[config.mk]
export PLATFORM = sky130hd
export DESIGN_NAME = coax_line_ctrl
export DESIGN_NICKNAME = d
export VERILOG_FILES = /design/src/rtl/coax_line_ctrl.sv
export SDC_FILE = /design/constraint.sdc
export NUM_CORES = 1
export LEC_CHECK = 0
export CORE_MARGIN = 8
export CORE_UTILIZATION = 51
export DETAILED_ROUTE_END_ITERATION = 7
export HOLD_SLACK_MARGIN = 0.12
export PLACE_DENSITY = 0.79
export SYNTH_ARGS = -nofsm -noshare
export SYNTH_HDL_FRONTEND = slang
export SYNTH_SLANG_ARGS = --single-unit
[constraint.sdc]
create_clock -name clk -period 1.88 [get_ports clk]
set_clock_uncertainty 0.1 [all_clocks]
set_input_delay 0.376 -clock clk [delete_from_list [all_inputs] [get_ports clk]]
set_output_delay 0.376 -clock clk [all_outputs]
set_load 0.02 [all_outputs]
[src/rtl/coax_line_ctrl.sv]
// -----------------------------------------------------------------------------
// coax_line_ctrl
//
// Half-duplex transaction sequencer for the coax line. A host start pulses the
// transmitter and waits for it to go idle. If a response is expected, the
// receiver is held disabled for a turnaround gap. It is then enabled, and the
// block waits for a frame within a timeout. Received 10-bit words are drained
// to the host with a strobe. Every transaction ends with a one-clock done pulse
// and a result code.
//
// Optional feature:
//   COAX_LINE_CTRL_ABORT_EN  adds the `abort` input, which ends any active
//                            transaction on the next clock with result ABORTED.
//
// Parameters:
//   CLOCKS_PER_BIT    clocks per coax bit
//   TURNAROUND_BITS   bit times the receiver stays disabled after tx_active falls
//   RESPONSE_TIMEOUT  clocks allowed from rx_enable rising to rx_active rising
//   MAX_WORDS         words forwarded per transaction (<= 1023); extras are
//                     acknowledged but dropped
//
// Ports:
//   clk               in   system clock
//   reset             in   asynchronous, active-high reset
//   start             in   begin transaction (ignored while busy)
//   expect_response   in   sampled with start; 0 = transmit-only
//   abort             in   (COAX_LINE_CTRL_ABORT_EN only) end transaction now
//   busy              out  transaction in progress (through DONE)
//   tx_start          out  one-clock pulse to the transmitter
//   tx_active         in   transmitter busy
//   rx_enable         out  receiver enable
//   rx_active         in   receiver is inside a frame
//   rx_data           in   received word
//   rx_data_available in   received word valid
//   rx_data_read      out  one-clock acknowledge of rx_data
//   word              out  forwarded word
//   word_strobe       out  one-clock pulse, word valid
//   word_count        out  words forwarded in this transaction
//   done              out  one-clock pulse at transaction end
//   result            out  0 OK, 1 TIMEOUT, 2 OVERFLOW, 3 ABORTED
// -----------------------------------------------------------------------------
module coax_line_ctrl #(
   parameter int CLOCKS_PER_BIT   = 8,
   parameter int TURNAROUND_BITS  = 2,
   parameter int RESPONSE_TIMEOUT = 4800,
   parameter int MAX_WORDS        = 1023
) (
   input  logic       clk,
   input  logic       reset,
   input  logic       start,
   input  logic       expect_response,
`ifdef COAX_LINE_CTRL_ABORT_EN
   input  logic       abort,
`endif
   output logic       busy,
   output logic       tx_start,
   input  logic       tx_active,
   output logic       rx_enable,
   input  logic       rx_active,
   input  logic [9:0] rx_data,
   input  logic       rx_data_available,
   output logic       rx_data_read,
   output logic [9:0] word,
   output logic       word_strobe,
   output logic [9:0] word_count,
   output logic       done,
   output logic [1:0] result
);

   // One shared timer covers both the turnaround gap and the response window.
   localparam int TA_CLKS   = TURNAROUND_BITS * CLOCKS_PER_BIT;
   localparam int TIMER_MAX = (RESPONSE_TIMEOUT > TA_CLKS) ? RESPONSE_TIMEOUT : TA_CLKS;
   localparam int TIMER_W   = $clog2(TIMER_MAX + 1);

   localparam logic [TIMER_W-1:0] TA_LAST    = TIMER_W'(TA_CLKS - 1);
   localparam logic [TIMER_W-1:0] TO_LAST    = TIMER_W'(RESPONSE_TIMEOUT - 1);
   localparam logic [9:0]         WORD_LIMIT = 10'(MAX_WORDS);

   typedef enum logic [2:0] {
      ST_IDLE,
      ST_TX_START,
      ST_TX_ARM,
      ST_TX_WAIT,
      ST_TURNAROUND,
      ST_RX_WAIT,
      ST_RX_RECEIVE,
      ST_DONE
   } state_t;

   typedef enum logic [1:0] {
      RES_OK       = 2'd0,
      RES_TIMEOUT  = 2'd1,
      RES_OVERFLOW = 2'd2,
      RES_ABORTED  = 2'd3
   } result_t;

   state_t               state_q, state_d;
   logic [TIMER_W-1:0]   timer_q;
   logic                 expect_q;
   logic                 busy_q;
   logic                 tx_start_q;
   logic                 rx_enable_q;
   logic                 rx_data_read_q;
   logic [9:0]           word_q;
   logic                 word_strobe_q;
   logic [9:0]           word_count_q;
   logic                 done_q;
   result_t              result_q;

   logic                 abort_hit;
   logic                 accept;
   logic                 capture;
   logic                 forward;
   logic                 timeout_hit;

   // An abort only matters while a transaction is actually running.
`ifdef COAX_LINE_CTRL_ABORT_EN
   assign abort_hit = abort && (state_q != ST_IDLE) && (state_q != ST_DONE);
`else
   assign abort_hit = 1'b0;
`endif

   always_comb begin
      accept      = (state_q == ST_IDLE) && start;
      // The rx_data_read_q guard stops a second capture of the same word while
      // the receiver is still dropping rx_data_available.
      capture     = (state_q == ST_RX_RECEIVE) && rx_data_available &&
                    !rx_data_read_q && !abort_hit;
      forward     = capture && (word_count_q < WORD_LIMIT);
      // rx_active on the expiry clock takes priority over the timeout.
      timeout_hit = (state_q == ST_RX_WAIT) && !rx_active && (timer_q == TO_LAST);

      // NOTE: state_d gets a default before the case so that every path assigns
      // it; a missing default in always_comb is how latches get inferred.
      state_d = state_q;
      unique case (state_q)
         ST_IDLE:       if (start) state_d = ST_TX_START;
         ST_TX_START:   state_d = ST_TX_ARM;
         // tx_active may not have risen yet, so it is ignored for one clock.
         ST_TX_ARM:     state_d = ST_TX_WAIT;
         ST_TX_WAIT:    if (!tx_active) state_d = expect_q ? ST_TURNAROUND : ST_DONE;
         ST_TURNAROUND: if (timer_q == TA_LAST) state_d = ST_RX_WAIT;
         ST_RX_WAIT: begin
            if (rx_active)        state_d = ST_RX_RECEIVE;
            else if (timeout_hit) state_d = ST_DONE;
         end
         // The frame ends only after any word pending at the rx_active fall has
         // been acknowledged and the acknowledge has completed.
         ST_RX_RECEIVE: if (!rx_active && !rx_data_available && !rx_data_read_q)
                           state_d = ST_DONE;
         ST_DONE:       state_d = ST_IDLE;
         default:       state_d = ST_IDLE;
      endcase

      if (abort_hit) state_d = ST_DONE;
   end

   // All outputs are registered from the state being entered, so each one is
   // valid for exactly the clocks spent in the corresponding state.
   always_ff @(posedge clk or posedge reset) begin
      if (reset) begin
         state_q        <= ST_IDLE;
         timer_q        <= '0;
         expect_q       <= 1'b0;
         busy_q         <= 1'b0;
         tx_start_q     <= 1'b0;
         rx_enable_q    <= 1'b0;
         rx_data_read_q <= 1'b0;
         word_q         <= '0;
         word_strobe_q  <= 1'b0;
         word_count_q   <= '0;
         done_q         <= 1'b0;
         result_q       <= RES_OK;
      end else begin
         // NOTE: non-blocking assignments here so every register samples the
         // pre-edge values; later assignments in this block override earlier.
         state_q        <= state_d;
         busy_q         <= (state_d != ST_IDLE);
         tx_start_q     <= (state_d == ST_TX_START);
         rx_enable_q    <= (state_d == ST_RX_WAIT) || (state_d == ST_RX_RECEIVE);
         done_q         <= (state_d == ST_DONE);
         rx_data_read_q <= capture;
         word_strobe_q  <= forward;

         if (state_d != state_q)
            timer_q <= '0;
         else if ((state_q == ST_TURNAROUND) || (state_q == ST_RX_WAIT))
            timer_q <= timer_q + TIMER_W'(1);

         if (accept) begin
            expect_q     <= expect_response;
            word_count_q <= '0;
            result_q     <= RES_OK;
         end

         if (forward) begin
            word_q       <= rx_data;
            word_count_q <= word_count_q + 10'd1;
         end

         // Word acknowledged but dropped: the frame was longer than allowed.
         if (capture && !forward) result_q <= RES_OVERFLOW;
         if (timeout_hit)         result_q <= RES_TIMEOUT;
         if (abort_hit)           result_q <= RES_ABORTED;
      end
   end

   assign busy         = busy_q;
   assign tx_start     = tx_start_q;
   assign rx_enable    = rx_enable_q;
   assign rx_data_read = rx_data_read_q;
   assign word         = word_q;
   assign word_strobe  = word_strobe_q;
   assign word_count   = word_count_q;
   assign done         = done_q;
   assign result       = result_q;

endmodule

Word level (Yosys, flattened, before mapping)
Cells that the tools add are included.
Operators by class
  add/sub/neg operators: 2
  magnitude comparators: 1
  equality and inequality tests: 14
  mux-type cells: 15
  reductions and logical operators: 20
Operator list (count)
  $mux W13: 2
  $pmux W3 S8: 1
  $eq A3 B3 Y1 const B: 7
  $mux W10: 2
  $mux W3: 6
  $add A13 B1 Y13 const B: 1
  $eq A13 B13 Y1 const B: 1
  $eq A13 B4 Y1 const B: 1
  $add A10 B1 Y10 const B: 1
  $lt A10 B10 Y1 const B: 1
  $logic_and A1 B1 Y1: 9
  $mux W2: 4
  $eq A3 B1 Y1 const B: 2
  $eq A3 B2 Y1 const B: 2
  $reduce_bool A3 Y1: 2
  $logic_not A1 Y1: 4
  $reduce_bool A2 Y1: 2
  $logic_not A3 Y1: 1
  $ne A3 B3 Y1: 1
  $logic_or A1 B1 Y1: 2
Word-level totals
  flip-flop bits (word level): 45
  input port bits: 17
  word-level logic and storage cells: 64

Depth between registers and ports, before layout
  depth after elaboration: 8
  depth in mapped cells: 8
  gate-level depth less buffers: 7

Worst setup path after synthesis
No wires, ideal clock.
  path type: register -> register
  start point: reg word_count_q[0], in the netlist word_count[0]
  end point: reg word_count_q[0], in the netlist word_count[0]
  library setup time: 0.144 ns
  arrival time: 1.629 ns
  required time: 1.636 ns
  slack: 0.007 ns
  cell stages (with the launch flop): 8
  period minus slack after synthesis: 1.873 ns
  path through: dfrtp_1 > ha_1 > nand4_1 > nor3_1 > nand2b_1 > buf_2 > buf_2 > mux2i_1
On the way
  word-level cells in the longest chain between the ends: 3
  elaborated cells on any way between the ends: 5
  those cells by class: add/sub: 1; order compare: 1; mux: 1; reduce/logical: 2
RTL lines
  from (decl): RTL line 106  | logic [9:0] word_count_q;
  from (signal assigned): RTL line 198  | word_count_q <= word_count_q + 10'd1;
  $lt A10 B10 Y1: RTL line 129  | forward = capture && (word_count_q < WORD_LIMIT);
  $logic_and A1 B1 Y1: RTL line 129
  $mux W10 or $reduce_bool A2 Y1 (tied branches)
Several ways; a longest one is shown, not always the timed one.
A chain may end at the register's enable or synchronous reset.

Final worst setup path
  start point: reg word_count_q[1], in the netlist word_count[1]
  end point: out word_count[1]
RTL lines
  to (decl): RTL line 65  | output logic [9:0] word_count,
No word-level cell between the ends.

==> results.yml <==
outcome:
  status: "complete, no violations"
critical_path:
  required_ps: 1400
  path_delay_family: "buffers and inverters"
  max_stage_delay_ps: 600
  worst-path-buf-inv: 2
  cp_slowest_cell: "clkdlybuf4s50_1"
  crit_type: "reg2out"
  crit_arrival_ps: 1360
  crit_fanout: 3
  end_kind: "output port"
  path_cells: "buf_4 -> clkdlybuf4s50_1"
  start_kind: "flip-flop"
place:
  gp_congestion: 0.8304
  portBuffers: 44
  place_hpwl_microns: 3825
route:
  drc: 0
  wl_microns: 5148
  dr.pass1.iters: 4
  ant_nets: 0
  drtIter0Drc: 128
  vias: 1848
  vias_per_cell: 5.235
  wl_per_cell_microns: 14.58
logic_synthesis:
  synth_top_area_share_pct: 51.28
  yosys-top-cells-count: "nand2_1 (50), dfrtp_1 (45), nor2_1 (18)"
  synthTopCellsByArea: "dfrtp_1 (51%), nand2_1 (8.5%), xor2_1 (3.2%)"
  yosysWarnings: 0
  yosysMostFrequentCell: "nand2_1"
  synth_cells: 225
  synth-main-ff-cell: "dfrtp_1"
  synthArstFlopShare_pct: 100.0
  syn_area_per_cell_sq_um: 9.759
  ys_seq_elements: 45
  ys_seq_area_share_pct: 51.28
  yosysTopAreaCell: "dfrtp_1"
  netlist_area_sq_um: 2196
  syn_nets: 244
  synth_edf_count: 0
  synth_cell_type_count: 46
finish:
  syn2layout_area_growth_pct: 40.51
  drive_gt1_share_pct: 20.27
  nets: 319
  n_antenna_cell: 0
global_route:
  overflow: 0
  track_usage_pct: 16.29
  antenna_found_initial: 0
  grt_pass1_wl_microns: 8576
  grt_max_degree: 46
  first_global_vias: 1858
die:
  placementRows: 24
  ios: 45
  die-area_sq_um: 6661
  die_h_microns: 81.62
  coreArea_sq_um: 4264
  die_width_microns: 81.62
  start_util_pct: 51.50
power:
  p_total_mw: 3.610
  p_per_area_nw_per_um2: 1170
  leakage_nw: 1.588
  peakVddDrop_v: 0.0007901
run:
  maxCapViolCount: 0
timing:
  finalCritPeriodShare_pct: 97.68
  timing.fmax_ghz: 0.5446
  slew_viol_final: 0
  fin_crit_ps: 1836
  hold_slack_ps: 321.0
  finalHoldViolCount: 0
  worstMarginPinSlew_ps: 481.3
  finalSetupViolations: 0
  fin_tns_setup_ps: 0
  slew_headroom_pct: 67.79
clocking:
  ctsHtreeMaxLevel: 2
  clock_sinks: 45
  path_clk_slew_ps: 90
  numCtsBuffers: 5
  cts_tree: "done"
  root_buffer: "clkbuf_8"
  worstSkewPairLatency_ps: 300
  clk_path_buf_depth: 2
min_path:
  worst_hold_path_type: "in2async"
where the power goes:
group / internal (mW) / total (mW) / switching, mW / leakage, nW
clock network: 0.332 / 0.651 / 0.318 / 0.0542
logic: 0.805 / 1.65 / 0.840 / 0.936
registers: 1.17 / 1.31 / 0.141 / 0.597
worst paths after layout:
| kind | start | endpoint | cells past startpoint | slack (ps) |
|---|---|---|---|---|
| max | word_count[1] | word_count[1] | 2 | 40 |
| min | reset | timer_q[3] | 3 | 320 |
| max reg2reg | timer_q[11] | timer_q[6] | 6 | 110 |
| min reg2reg | word[9] | word[9] | 2 | 380 |
| max in group asynchronous | reset | state_q[1] | 3 | 1140 |
| min in group clk | word[9] | word[9] | 2 | 380 |
flip-flops by register name, indices dropped and copies added (netlist names):
signal	count
result	2
state_q	3
tx_start	1
word_strobe	1
expect_q	1
rx_enable	1
busy	1
word	10
done	1
word_count	10
timer_q	13
rx_data_read	1
cell type report:
| class | count | area [sq um] |
|---|---|---|
| Clock inverter | 1 | 5.005 |
| Clock buffer | 7 | 96.34 |
| Tap cell | 52 | 65.06 |
| Timing Repair Buffer | 74 | 725.7 |
| Fill cell | 329 | 1179 |
| Multi-Input combinational cell | 164 | 1028 |
| Sequential cell | 45 | 1127 |
| Inverter | 10 | 37.54 |
placed cells by master, fill, tap and decap left out, types with 2 or more instances in the layout:
cell             netlist  layout
a21o_1                 3       3
clkbuf_8               0       7
buf_4                  0      26
clkdlybuf4s50_1        0      35
inv_1                 10       7
nor4b_1                2       2
nor2_2                 2       2
xnor2_1                6       6
dfrtp_1               45      44
nor3b_1                3       3
o21ai_0                8       7
and3_1                 3       3
a21oi_1                2       2
nand3_1                8       8
nor4_1                 2       2
dlymetal6s2s_1         0       8
o211ai_1               3       3
ha_1                   2       2
nand2_1               50      50
mux2i_1                4       4
xor2_1                 8       8
nor2_1                18      18
and3_2                 3       3
a21boi_0               3       2
inv_2                  0       3
nand4_1                7       7
nor3_1                 3       3
buf_12                 0       3
worst register-to-register path: stages (launching register included):
cell       delay, ps
dfrtp_1          430
nor4_4           410
buf_4            180
a311oi_2          80
o2111ai_2        230
buf_12           170
nor2_1            60
cell families after synthesis:
| group | Yosys count | share of synthesized area, % |
|---|---|---|
| AOI/OAI and AO/OA | 26 | 8.547 |
| xor gates and xnor gates | 14 | 5.584 |
| adders and majority gates | 2 | 1.139 |
| buffers and inverters | 16 | 3.647 |
| DFF | 45 | 51.28 |
| muxes | 4 | 1.823 |
| and+or+nand+nor | 118 | 27.98 |
per-layer routing:
layer / wire length (microns) / share of wire, % / up-vias / GRT usage, %
met5: 0 / 0 / - / 0
met4: 53 / 1.0 / 0 / 4.035
met3: 213 / 4.1 / 5 / 3.720
met2: 2615 / 51 / 36 / 29.12
met1: 2265 / 44 / 884 / 19.31
li1: - / - / 923 / -
per-stage QoR:
step	area, sq um	instances	utilization (%)	worst slack (ps)
after floorplan	2196	225	-	7.144
after global placement	2899	342	67.99	-263.5
after detailed placement	2899	342	67.99	-355.2
after CTS	3019	352	70.80	-3.201
after global routing	3085	353	72.36	-2.010
final	3085	353	72.36	43.62
repair_timing:
action	CTS	global route
gates resized for setup	3	19
cloned	0	0
buffers inserted	2	1
hold buffers	0	0
endpoints found under the setup margin	3	39
pin swaps	2	5
No activity file was read; power rests on OpenSTA's default activity.
